--- src/rtl/sinc_pkg.sv ---
// Shared types and the scale+saturate helper for the sinc3 output stage.
// Build option: SINC_ROUND_EN selects round-half-up scaling instead of truncation.
package sinc_pkg;

    localparam int SINC_IN_W  = 20;
    localparam int SINC_OUT_W = 16;

    typedef logic signed [SINC_IN_W-1:0]  sinc_raw_t;
    typedef logic signed [SINC_OUT_W-1:0] sinc_sample_t;

    // 33-bit working width covers any IN_W up to 32 plus the rounding carry.
    function automatic logic signed [31:0] sat_shift(
        input  logic signed [31:0] din,
        input  int                 shift,
        input  int                 out_w,
        output logic               clipped
    );
        logic signed [32:0] s;
        logic signed [32:0] max_v;
        logic signed [32:0] min_v;
        s = {din[31], din};
`ifdef SINC_ROUND_EN
        if (shift > 0) begin
            s = s + (33'sd1 <<< (shift - 1));
        end else begin
            s = s;
        end
`endif
        s     = s >>> shift;
        max_v = (33'sd1 <<< (out_w - 1)) - 33'sd1;
        min_v = -(33'sd1 <<< (out_w - 1));
        if (s > max_v) begin
            clipped = 1'b1;
            s       = max_v;
        end else if (s < min_v) begin
            clipped = 1'b1;
            s       = min_v;
        end else begin
            clipped = 1'b0;
        end
        return s[31:0];
    endfunction

endpackage

--- src/rtl/sinc_out_fifo_fifo.sv ---
// Synchronous first-word-fall-through FIFO with a registered head and separate level count.
// push/pop arrive already qualified by the parent (no push when full unless popping).
module sinc_fifo #(
    parameter int W     = 16,
    parameter int DEPTH = 4
) (
    input  logic                   clk,
    input  logic                   rst_n,
    input  logic [W-1:0]           data,
    input  logic                   push,
    input  logic                   pop,
    output logic [W-1:0]           head,
    output logic                   full,
    output logic                   empty,
    output logic [$clog2(DEPTH):0] level
);

    localparam int AW = $clog2(DEPTH);
    localparam int LW = AW + 1;

    logic [W-1:0]  mem_r [DEPTH];
    logic [AW-1:0] rd_ptr_r;
    logic [AW-1:0] wr_ptr_r;
    logic [AW-1:0] rd_nxt_s;
    logic [LW-1:0] level_r;
    logic [LW-1:0] level_nxt_s;
    logic [W-1:0]  head_r;
    logic [W-1:0]  head_nxt_s;
    logic          valid_r;

    // Next level and next head; when popping the last stored entry the new head can only be the incoming word.
    always_comb begin
        rd_nxt_s    = rd_ptr_r + AW'(1);
        level_nxt_s = level_r;
        head_nxt_s  = head_r;
        case ({push, pop})
            2'b10:   level_nxt_s = level_r + LW'(1);
            2'b01:   level_nxt_s = level_r - LW'(1);
            default: level_nxt_s = level_r;
        endcase
        if (pop) begin
            if (level_r > LW'(1)) begin
                head_nxt_s = mem_r[rd_nxt_s];
            end else if (push) begin
                head_nxt_s = data;
            end else begin
                head_nxt_s = head_r;
            end
        end else if (push && (level_r == LW'(0))) begin
            head_nxt_s = data;
        end else begin
            head_nxt_s = head_r;
        end
    end

    // Storage array; pointers gate its meaning so it needs no reset.
    always_ff @(posedge clk) begin
        if (push) begin
            mem_r[wr_ptr_r] <= data;
        end
    end

    // Pointers, level, registered head and valid.
    always_ff @(posedge clk or negedge rst_n) begin
        if (!rst_n) begin
            rd_ptr_r <= '0;
            wr_ptr_r <= '0;
            level_r  <= '0;
            head_r   <= '0;
            valid_r  <= 1'b0;
        end else begin
            if (push) begin
                wr_ptr_r <= wr_ptr_r + AW'(1);
            end
            if (pop) begin
                rd_ptr_r <= rd_nxt_s;
            end
            level_r <= level_nxt_s;
            head_r  <= head_nxt_s;
            valid_r <= (level_nxt_s != LW'(0));
        end
    end

    assign head  = head_r;
    assign empty = ~valid_r;
    assign full  = (level_r == LW'(DEPTH));
    assign level = level_r;

endmodule

--- src/rtl/sinc_out_fifo.sv ---
// sinc3 output stage: scale, saturate, buffer in an FWFT FIFO, sticky SAT/OVF flags.
// Build option: SINC_ROUND_EN enables round-half-up before the shift (see sinc_pkg).
module sinc_out_fifo
    import sinc_pkg::*;
#(
    parameter int IN_W  = SINC_IN_W,
    parameter int OUT_W = SINC_OUT_W,
    parameter int SHIFT = 0,
    parameter int DEPTH = 4
) (
    input  logic                   CLK,
    input  logic                   RST,
    input  logic [IN_W-1:0]        IN_DATA,
    input  logic                   IN_STB,
    output logic [OUT_W-1:0]       OUT_DATA,
    output logic                   OUT_VALID,
    input  logic                   OUT_READY,
    output logic [$clog2(DEPTH):0] LEVEL,
    output logic                   SAT,
    output logic                   OVF,
    input  logic                   CLR
);

    logic signed [31:0] scaled_s;
    logic [OUT_W-1:0]   sample_s;
    logic               clip_s;
    logic               full_s;
    logic               empty_s;
    logic               pop_s;
    logic               push_s;
    logic               drop_s;
    logic               sat_r;
    logic               ovf_r;

    // Scale and saturate the incoming sample.
    always_comb begin
        clip_s   = 1'b0;
        scaled_s = sat_shift(32'(signed'(IN_DATA)), SHIFT, OUT_W, clip_s);
        sample_s = OUT_W'(scaled_s);
    end

    // A same-edge pop frees the slot, so a full FIFO still accepts the push.
    assign pop_s  = ~empty_s & OUT_READY;
    assign push_s = IN_STB & (~full_s | pop_s);
    assign drop_s = IN_STB & full_s & ~pop_s;

    sinc_fifo #(
        .W     (OUT_W),
        .DEPTH (DEPTH)
    ) u_fifo (
        .clk   (CLK),
        .rst_n (RST),
        .data  (sample_s),
        .push  (push_s),
        .pop   (pop_s),
        .head  (OUT_DATA),
        .full  (full_s),
        .empty (empty_s),
        .level (LEVEL)
    );

    // Sticky flags: CLR clears, but a new event on the same edge wins.
    always_ff @(posedge CLK or negedge RST) begin
        if (!RST) begin
            sat_r <= 1'b0;
            ovf_r <= 1'b0;
        end else begin
            sat_r <= (sat_r & ~CLR) | (IN_STB & clip_s);
            ovf_r <= (ovf_r & ~CLR) | drop_s;
        end
    end

    assign OUT_VALID = ~empty_s;
    assign SAT       = sat_r;
    assign OVF       = ovf_r;

endmodule
--- config.mk ---
export PLATFORM = sky130hd
export DESIGN_NAME = sinc_out_fifo
export DESIGN_NICKNAME = d
export VERILOG_FILES = /design/src/rtl/sinc_pkg.sv /design/src/rtl/sinc_out_fifo_fifo.sv /design/src/rtl/sinc_out_fifo.sv
export SDC_FILE = /design/constraint.sdc
export NUM_CORES = 1
export LEC_CHECK = 0
export ABC_AREA = 1
export BUFFER_PORTS_ARGS = -buffer_cell sky130_fd_sc_hd__buf_2
export CAP_MARGIN = 15
export CORE_MARGIN = 2
export CORE_UTILIZATION = 48
export DETAILED_ROUTE_END_ITERATION = 6
export PLACE_DENSITY = 0.69
export REMOVE_ABC_BUFFERS = 1
export SLEW_MARGIN = 20
export SYNTH_ARGS = -nofsm -noshare
export SYNTH_HDL_FRONTEND = slang
export SYNTH_SLANG_ARGS = --single-unit
--- constraint.sdc ---
create_clock -name CLK -period 3.1 [get_ports CLK]
set_input_delay 0.155 -clock CLK [delete_from_list [all_inputs] [get_ports CLK]]
set_output_delay 0.155 -clock CLK [all_outputs]
set_load 0.005 [all_outputs]
**After elaboration in Yosys (flattened, before gate mapping)**

Memory sizes are Yosys's and may differ from the RTL's.
Index checks and enable logic that the tools add are counted.

- Bits in writable memories: 64
- Memories kept: 1
- Register bits after elaboration: 26

Memories:

| memory | depth | bits a word | read ports | clocked after memory_dff | write ports | RTL line | text |
|---|---|---|---|---|---|---|---|
| u_fifo.mem_r | 4 | 16 | 1 | 0 | 1 | sinc_out_fifo_fifo.sv:21 | `logic [W-1:0] mem_r [DEPTH];` |

- Reductions and logical operators: 5
- Order comparisons: 3
- Equal/unequal tests: 4
- Muxes and demuxes: 11
- Bitwise operators: 13
- Add/sub/neg operators: 4

Operator list:

| operator | number |
|---|---|
| $mux 16 | 6 |
| $gt 20x16->1 const B | 1 |
| $lt 20x16->1 const B | 1 |
| $and 1x1->1 | 7 |
| $pmux 3 s2 | 1 |
| $add 2x1->2 const B | 2 |
| $mux 1 | 4 |
| $add 3x1->3 const B | 1 |
| $eq 3x3->1 const B | 1 |
| $gt 3x1->1 const B | 1 |
| $logic_not 3->1 | 1 |
| $ne 3x1->1 const B | 1 |
| $not 1->1 | 3 |
| $or 1x1->1 | 3 |
| $reduce_bool 3->1 | 1 |
| $sub 3x1->3 const B | 1 |
| $eq 2x1->1 const B | 1 |
| $eq 2x2->1 const B | 1 |
| $reduce_and 2->1 | 1 |
| $reduce_bool 2->1 | 1 |
| $logic_and 1x1->1 | 1 |

**Longest topological paths before layout**

Gate-level depths: netlist (run 1).

- Depth in word-level cells: 7
- Mapped depth: 12
- Depth with buffers taken out: 12

**Cells and area by module**

From an unflattened synthesis (run 1), not the netlist that was laid out.

- Cell total of the unflattened synthesis: 450
- Area total of the unflattened synthesis: 4226.6 µm²

Modules (own cells, without submodules):

| module | area an instance (µm²) | cells an instance | instances |
|---|---|---|---|
| sinc_fifo | 3943.8 | 395 | 1 |
| sinc_out_fifo | 282.8 | 55 | 1 |

**Least setup slack after synthesis (run 1)**

Ideal clock, no wire load.

- Kind: flip-flop to flip-flop
- From: register u_fifo.level_r[0] (netlist: u_fifo.level[0])
- To: memory u_fifo.mem_r[0][0], enable pin
- Data required time: 2711 ps
- Cell stages (with the launch flop): 6
- Setup slack: 1078 ps
- Arrival: 1633 ps
- Cell sequence: dfrtp_1 > inv_1 > ha_1 > nand3_1 > nand2_2 > nor2_1

- Longest elaborated chain between the ends: 6

Ends and longest elaborated chain:

| what | RTL line | text |
|---|---|---|
| from (decl) | sinc_out_fifo_fifo.sv:25 | `logic [LW-1:0] level_r;` |
| from (signal assigned) | sinc_out_fifo_fifo.sv:78 | `level_r <= level_nxt_s;` |
| $eq 3x3->1 | sinc_out_fifo_fifo.sv:86 | `assign full = (level_r == LW'(DEPTH));` |
| $not 1->1 | sinc_out_fifo.sv:44 | `assign push_s = IN_STB & (~full_s \| pop_s);` |
| $or 1x1->1 | sinc_out_fifo.sv:44 |  |
| $and 1x1->1 | sinc_out_fifo.sv:44 |  |
| $mux 1 | sinc_out_fifo_fifo.sv:58 | `if (push) begin` |
| $mux 1 (implied by the code) | sinc_out_fifo_fifo.sv:59 | `mem_r[wr_ptr_r] <= data;` |
| to (decl) | sinc_out_fifo_fifo.sv:21 |  |

Every way passes these cells.

**Worst setup path in the final report (run 1)**

- From: register u_fifo.level_r[0] (netlist: u_fifo.level[0])
- To: register u_fifo.valid_r

- Longest elaborated chain between the ends: 7

Ends and longest elaborated chain:

| what | RTL line | text |
|---|---|---|
| $eq 3x3->1 * | sinc_out_fifo_fifo.sv:86 |  |
| $not 1->1 * | sinc_out_fifo.sv:44 |  |
| $or 1x1->1 * | sinc_out_fifo.sv:44 |  |
| $and 1x1->1 * | sinc_out_fifo.sv:44 |  |
| net push_s | sinc_out_fifo.sv:30 | `logic push_s;` |
| $eq 2x1->1 / $eq 2x2->1 (equally long branches) | sinc_out_fifo_fifo.sv:36 | `case ({push, pop})` |
| $pmux 3 s2 * | sinc_out_fifo_fifo.sv:36 |  |
| net u_fifo.level_nxt_s[1] | sinc_out_fifo_fifo.sv:26 | `logic [LW-1:0] level_nxt_s;` |
| $reduce_bool 3->1 * | sinc_out_fifo_fifo.sv:80 | `valid_r <= (level_nxt_s != LW'(0));` |
| to (signal assigned) | sinc_out_fifo_fifo.sv:80 |  |
| to (decl) | sinc_out_fifo_fifo.sv:29 | `logic valid_r;` |

Mark *: on every way through the listed nets, which the timed path passes. The rest lies on a longest branch.
A chain may end at the register's enable or synchronous reset.

==> results.sh, run 1 <==
export IMPL_status="completed"
export IMPL_clockBufferDepth=2
export IMPL_crit_chain="inv_1, ha_1, nand3_1, nand2_2, inv_1, ha_1, inv_1, nand2_1, o211ai_1, o21ai_0, nor2_1, nand3_1"
export IMPL_clockRootBuffer="clkbuf_8"
export IMPL_final_nets=515
export IMPL_rsz0062_at_grt="false"
export IMPL_clock_sink_count=90
export IMPL_r2r_end="u_fifo.valid_r"
export IMPL_grt_antenna_before_repair=0
export IMPL_slowest_delay_ns=0.43
export IMPL_synth_distinct_cells=32
export IMPL_synth_most_common_cell="nand2_1"
export IMPL_grt_max_degree=33
export IMPL_p_per_area_nw_per_um2=907
export IMPL_firstDrtPassIters=5
export IMPL_critPathLaunchType="flip-flop"
export IMPL_async_flop_share=0.289
export IMPL_drive_above_1_share=0.236
export IMPL_fin_tns_setup_ns=0
export IMPL_routed_wl_mm=9.43
export IMPL_yosysTopAreaCell="edfxtp_1"
export IMPL_cap_violations=0
export IMPL_wl_per_cell_microns=15.9
export IMPL_synth_top_area_frac=0.443
export IMPL_hold_violations=0
export IMPL_crit_required_ns=3.35
export IMPL_syn_inst=429
export IMPL_die_height_microns=99.0
export IMPL_cts_repair_resize_count=0
export IMPL_hp_class="input port to flip-flop"
export IMPL_grt_ovfl_total=0
export IMPL_grt_use_total=0.204
export IMPL_crit_end="u_fifo.valid_r"
export IMPL_ys_seq_elements=90
export IMPL_grt_pass1_wl_mm=15.5
export IMPL_ys_warn_count=0
export IMPL_port_buffers=46
export IMPL_holdWs_ns=0.0589
export IMPL_vias=3086
export IMPL_die_w_microns=99.0
export IMPL_min_period_over_period=0.655
export IMPL_synthTopCellsByCount="nand2_1 (190), edfxtp_1 (64), nand3_1 (36), dfrtp_1 (26), inv_1 (19)"
export IMPL_relSlewSlack=0.394
export IMPL_report_final_slew_viol_count=0
export IMPL_leakagePower_nw=2.20
export IMPL_clock_latency_ns=0.36
export IMPL_slowest_stage="dfrtp_1"
export IMPL_syn_avg_cell_area_sq_um=10.1
export IMPL_worst_slew_pin_slew_ns=0.910
export IMPL_setup_slack_ns=1.07
export IMPL_die_area_sq_um=9810
export IMPL_path_class="flip-flop to flip-flop"
export IMPL_core_area_sq_um=8720
export IMPL_worstRegToRegCells=12
export IMPL_syn2layout_area_growth_pct=11.4
export IMPL_critical_path_endpoint_type="flip-flop"
export IMPL_diodes=0
export IMPL_initial_utilization=0.497
export IMPL_postRouteAntennaNets=0
export IMPL_route_detailed_drc=0
export IMPL_rows=34
export IMPL_clkSlewWorstSetupHoldPaths_ns=0.09
export IMPL_synth_edf_count=64
export IMPL_timing_fmax_ghz=0.492
export IMPL_cts_tree="built"
export IMPL_r2r_start="u_fifo.level[0]"
export IMPL_final_util=0.554
export IMPL_postCtsSetupBuffers=0
export IMPL_critPathMaxFanout=8
export IMPL_drtIter0Drc=190
export IMPL_dp_hpwl_mm=5.88
export IMPL_skew_ns=0.0132
export IMPL_grt_pass1_vias=3104
export IMPL_vias_per_cell=5.21
export IMPL_cp_common_cell="inv_1"
export IMPL_vdd_drop_max_v=0.000344
export IMPL_cp_arrival_ns=2.28
export IMPL_reg2reg_slack_ns=1.07
export IMPL_cts_buffers=9
export IMPL_io_pin_count=47
export IMPL_cts_hold_buf=2
export IMPL_htree_levels=3
export IMPL_setup_violations=0
export IMPL_period_needed_ns=2.03
export IMPL_yosysSeqAreaShare=0.594
export IMPL_syn_area_sq_um=4330
export IMPL_startpoint="u_fifo.level[0]"
export IMPL_synthTopCellsByArea="edfxtp_1 (44%), nand2_1 (16%), dfrtp_1 (15%), nand3_1 (4.2%), nand3_2 (3.2%)"
export IMPL_gp_congestion=0.768
export IMPL_place_ws_ns=1.10
export IMPL_ys_flop_type="edfxtp_1"
power by group:
| group | switching, mW | internal, mW |
|---|---|---|
| clock | 0.460 | 0.314 |
| combinational | 1.21 | 0.585 |
| sequential | 0.169 | 1.64 |
per-layer routing:
layer | global-route usage | routed length (microns)
met5 | 0 | 0
met4 | 0.0769 | 98
met3 | 0.0312 | 507
met2 | 0.344 | 4840
met1 | 0.267 | 3990
state kept, by name, indices dropped and copies added, names as in the netlist:
register	flops
u_fifo.mem_r	64
OVF	1
u_fifo.wr_ptr_r	2
u_fifo.head	16
u_fifo.level	3
u_fifo.rd_ptr_r	2
SAT	1
u_fifo.valid_r	1
through the flow:
stage               area [sq um]  cells  total power [mW]
floorplan                   4190    412              3.02
global placement            4620    574              3.58
detailed placement          4620    574              3.63
CTS                         4830    592              4.41
global route                4830    592              4.70
finish                      4830    592              4.38
cell usage in the layout (no fill, tap or decap), types with 3 or more instances in the layout:
cell / instances
edfxtp_1: 64
nor2_1: 9
nand3_2: 14
nand2_1: 190
inv_2: 3
dfrtp_1: 26
nand2_4: 6
nand3_1: 36
inv_8: 3
nand2_2: 14
o21ai_0: 6
inv_6: 3
ha_1: 11
buf_4: 8
inv_1: 19
clkbuf_8: 9
buf_2: 46
worst min-delay path by stage:
stage,from,end,slack (ns),cells past startpoint
global route,IN_DATA[19],u_fifo.mem_r[1][15],0.06,1
global placement,RST,u_fifo.head[8],0.23,1
detailed placement,RST,OVF,0.23,1
floorplan,RST,OVF,-0.14,0
CTS,IN_STB,SAT,0.05,3
finish,IN_STB,SAT,0.06,3
layout make-up:
cell class / count / area (sq um)
multi-input combinational: 298 / 1520
fill: 757 / 3890
clock buffer: 9 / 124
clock inverter: 7 / 66.3
timing repair buffer: 56 / 310
sequential: 90 / 2570
inverter: 24 / 100
tap: 108 / 135
worst max-delay path, delay by kind of cell, from the launching register on:
family / cells / cell delay [ns]
and+or+nand+nor: 5 / 0.51
adders and majority gates: 2 / 0.40
AOI/OAI and AO/OA: 2 / 0.22
DFF: 1 / 0.43
buffers and inverters: 3 / 0.35
cell families after synthesis:
family | share of synthesized area
and+or+nand+nor | 0.299
AOI/OAI and AO/OA | 0.0159
buffers and inverters | 0.0554
xor gates and xnor gates | 0.00404
DFF | 0.594
adders and majority gates | 0.0318
No activity file was read; power rests on OpenSTA's default activity.
==> inputs of run 2 (changes only) <==
==> constraint.sdc (replaced) <==
create_clock -name CLK -period 1.95 [get_ports CLK]
set_input_delay 0.0975 -clock CLK [delete_from_list [all_inputs] [get_ports CLK]]
set_output_delay 0.0975 -clock CLK [all_outputs]
set_load 0.005 [all_outputs]
==> run 2 against run 1 <==
Compared with the run above:
- final cell count grew 1.7%
- core utilization grew 1.2 points
- via count shrank 0.32%
- global-route usage shrank 0.42 points
- register-to-register slack lost 0.95 ns
- combinational power grew 68%
- clock-buffer cell count grew 1
- worst setup slack lost 0.95 ns
- critical path depth is the same
- worst hold slack lost 0.050 ns
- die area is the same
- largest cell class unchanged
- largest power group is now combinational logic
- highest routed layer unchanged
==> results.sh, run 2 (synthesis gave the netlist of run 1 again) <==
export IMPL_intPower_mw=4.18
export IMPL_die_w_microns=99.0
export IMPL_finalPower_mw=7.08
export IMPL_clockBufferDepth=2
export IMPL_timing_fmax_ghz=0.545
export IMPL_period_needed_ns=1.84
export IMPL_critPathLaunchType="flip-flop"
export IMPL_firstDrtPassIters=4
export IMPL_layout_common_cells="nand2_1 (190), edfxtp_1 (64), buf_2 (46), nand3_1 (35), dfrtp_1 (26)"
export IMPL_cap_violations=0
export IMPL_setup_violations=0
export IMPL_initial_utilization=0.497
export IMPL_grt_pass1_wl_mm=14.9
export IMPL_drtIter0Drc=191
export IMPL_dp_hpwl_mm=5.95
export IMPL_power_frac_seq=0.404
export IMPL_grt_max_degree=33
export IMPL_largest_register_ff_count=64
export IMPL_p_clk_frac=0.168
export IMPL_hp_class="input port to flip-flop"
export IMPL_reg2reg_slack_ns=0.11
export IMPL_grt_ovfl_total=0
export IMPL_rows=34
export IMPL_final_util=0.566
export IMPL_p_comb_frac=0.428
export IMPL_routed_wl_mm=9.29
export IMPL_grt_use_total=0.200
export IMPL_clock_latency_ns=0.35
export IMPL_port_buffers=46
export IMPL_gp_congestion=0.751
export IMPL_clock_sink_count=90
export IMPL_report_final_slew_viol_count=0
export IMPL_syn2layout_area_growth_pct=13.9
export IMPL_leakagePower_nw=2.25
export IMPL_mostFrequentLayoutCell="nand2_1"
export IMPL_die_area_sq_um=9810
export IMPL_route_detailed_drc=0
export IMPL_status="completed"
export IMPL_min_period_over_period=0.941
export IMPL_vias=3076
export IMPL_critPathMaxFanout=4
export IMPL_final_nets=525
export IMPL_wl_per_cell_microns=15.4
export IMPL_io_pin_count=47
export IMPL_p_per_area_nw_per_um2=1430
export IMPL_postRouteAntennaNets=0
export IMPL_grt_pass1_vias=2937
export IMPL_cp_arrival_ns=2.08
export IMPL_cts_tree="built"
export IMPL_die_height_microns=99.0
export IMPL_core_area_sq_um=8720
export IMPL_path_class="flip-flop to flip-flop"
export IMPL_clockRootBuffer="clkbuf_8"
export IMPL_regMostFlops="u_fifo.mem_r"
export IMPL_cts_buffers=9
export IMPL_vdd_drop_max_v=0.000605
export IMPL_critical_path_endpoint_type="flip-flop"
export IMPL_swShare=0.410
export IMPL_hold_violations=0
export IMPL_skew_ns=0.0105
export IMPL_relSlewSlack=0.576
export IMPL_diodes=0
export IMPL_p_sw_mw=2.90
export IMPL_clkSlewWorstSetupHoldPaths_ns=0.09
export IMPL_drive_above_1_share=0.255
export IMPL_vias_per_cell=5.11
export IMPL_worst_slew_pin_slew_ns=0.636
export IMPL_grt_antenna_before_repair=0
export IMPL_htree_levels=3
export IMPL_crit_required_ns=2.19
## run 2: routing by layer
layer | part of all wire | track usage | vias up
li1 | - | - | 1526
met1 | 0.43 | 0.256 | 1459
met2 | 0.52 | 0.336 | 81
met3 | 0.043 | 0.0390 | 10
met4 | 0.0090 | 0.0769 | 0
met5 | 0 | 0 | -
## run 2: timing repair
action | 4_1_cts | 5_1_grt
endpoints found under the hold margin | 28 | 0
gates resized for setup | 1 | 3
pin swaps | 0 | 1
buffers inserted | 0 | 4
hold buffers | 3 | 0
gates cloned | 0 | 0
endpoints found under the setup margin | 1 | 16
## run 2: final timing paths
kind	end	depth (start not counted)	from
min in group asynchronous	u_fifo.level[0]	2	RST
worst max-delay path	u_fifo.valid_r	12	u_fifo.level[0]
max in group asynchronous	u_fifo.head[9]	2	RST
worst min register to register	u_fifo.head[1]	2	u_fifo.head[1]
worst max register to register	u_fifo.valid_r	12	u_fifo.level[0]
worst min-delay path	SAT	3	IN_STB
## run 2: power by group through the flow
stage	sequential (mW)	clock [mW]	combinational (mW)
after floorplan	2.91	0	1.89
after global placement	2.88	0	2.87
after detailed placement	2.90	0	2.96
after CTS	2.86	1.20	2.98
after global routing	2.91	1.30	3.40
final	2.86	1.19	3.03
## run 2: worst max-delay path, stage by stage (launching register included)
cell and delay (ns):
dfrtp_1 0.40, inv_1 0.09, ha_2 0.19, nand3_2 0.10, nand2_2 0.12, inv_1 0.07
ha_1 0.21, inv_1 0.09, nand2_1 0.07, o211ai_1 0.10, o21ai_1 0.12, nor2_1 0.10
nand3_1 0.07
## run 2: layout make-up
class / count / area, sq um
Fill cell: 768 / 3790
Sequential cell: 90 / 2570
Multi-Input combinational cell: 298 / 1530
Inverter: 24 / 100
Timing Repair Buffer: 66 / 413
Clock inverter: 6 / 47.5
Clock buffer: 10 / 138
Tap cell: 108 / 135
## run 2: metrics by stage
step           setup WS [ns]  instance area, sq um  cells   TNS, ns  hold slack [ns]
5_1_grt              -0.0375                  4930    602   -0.0375          0.00729
3_5_place_dp        -0.00809                  4680    579  -0.00809            0.154
3_3_place_gp           0.171                  4680    579         0            0.155
4_1_cts               0.0188                  4900    598         0          0.00309
6_report               0.114                  4930    602         0          0.00842
2_1_floorplan        -0.0715                  4190    412     -4.58           -0.198
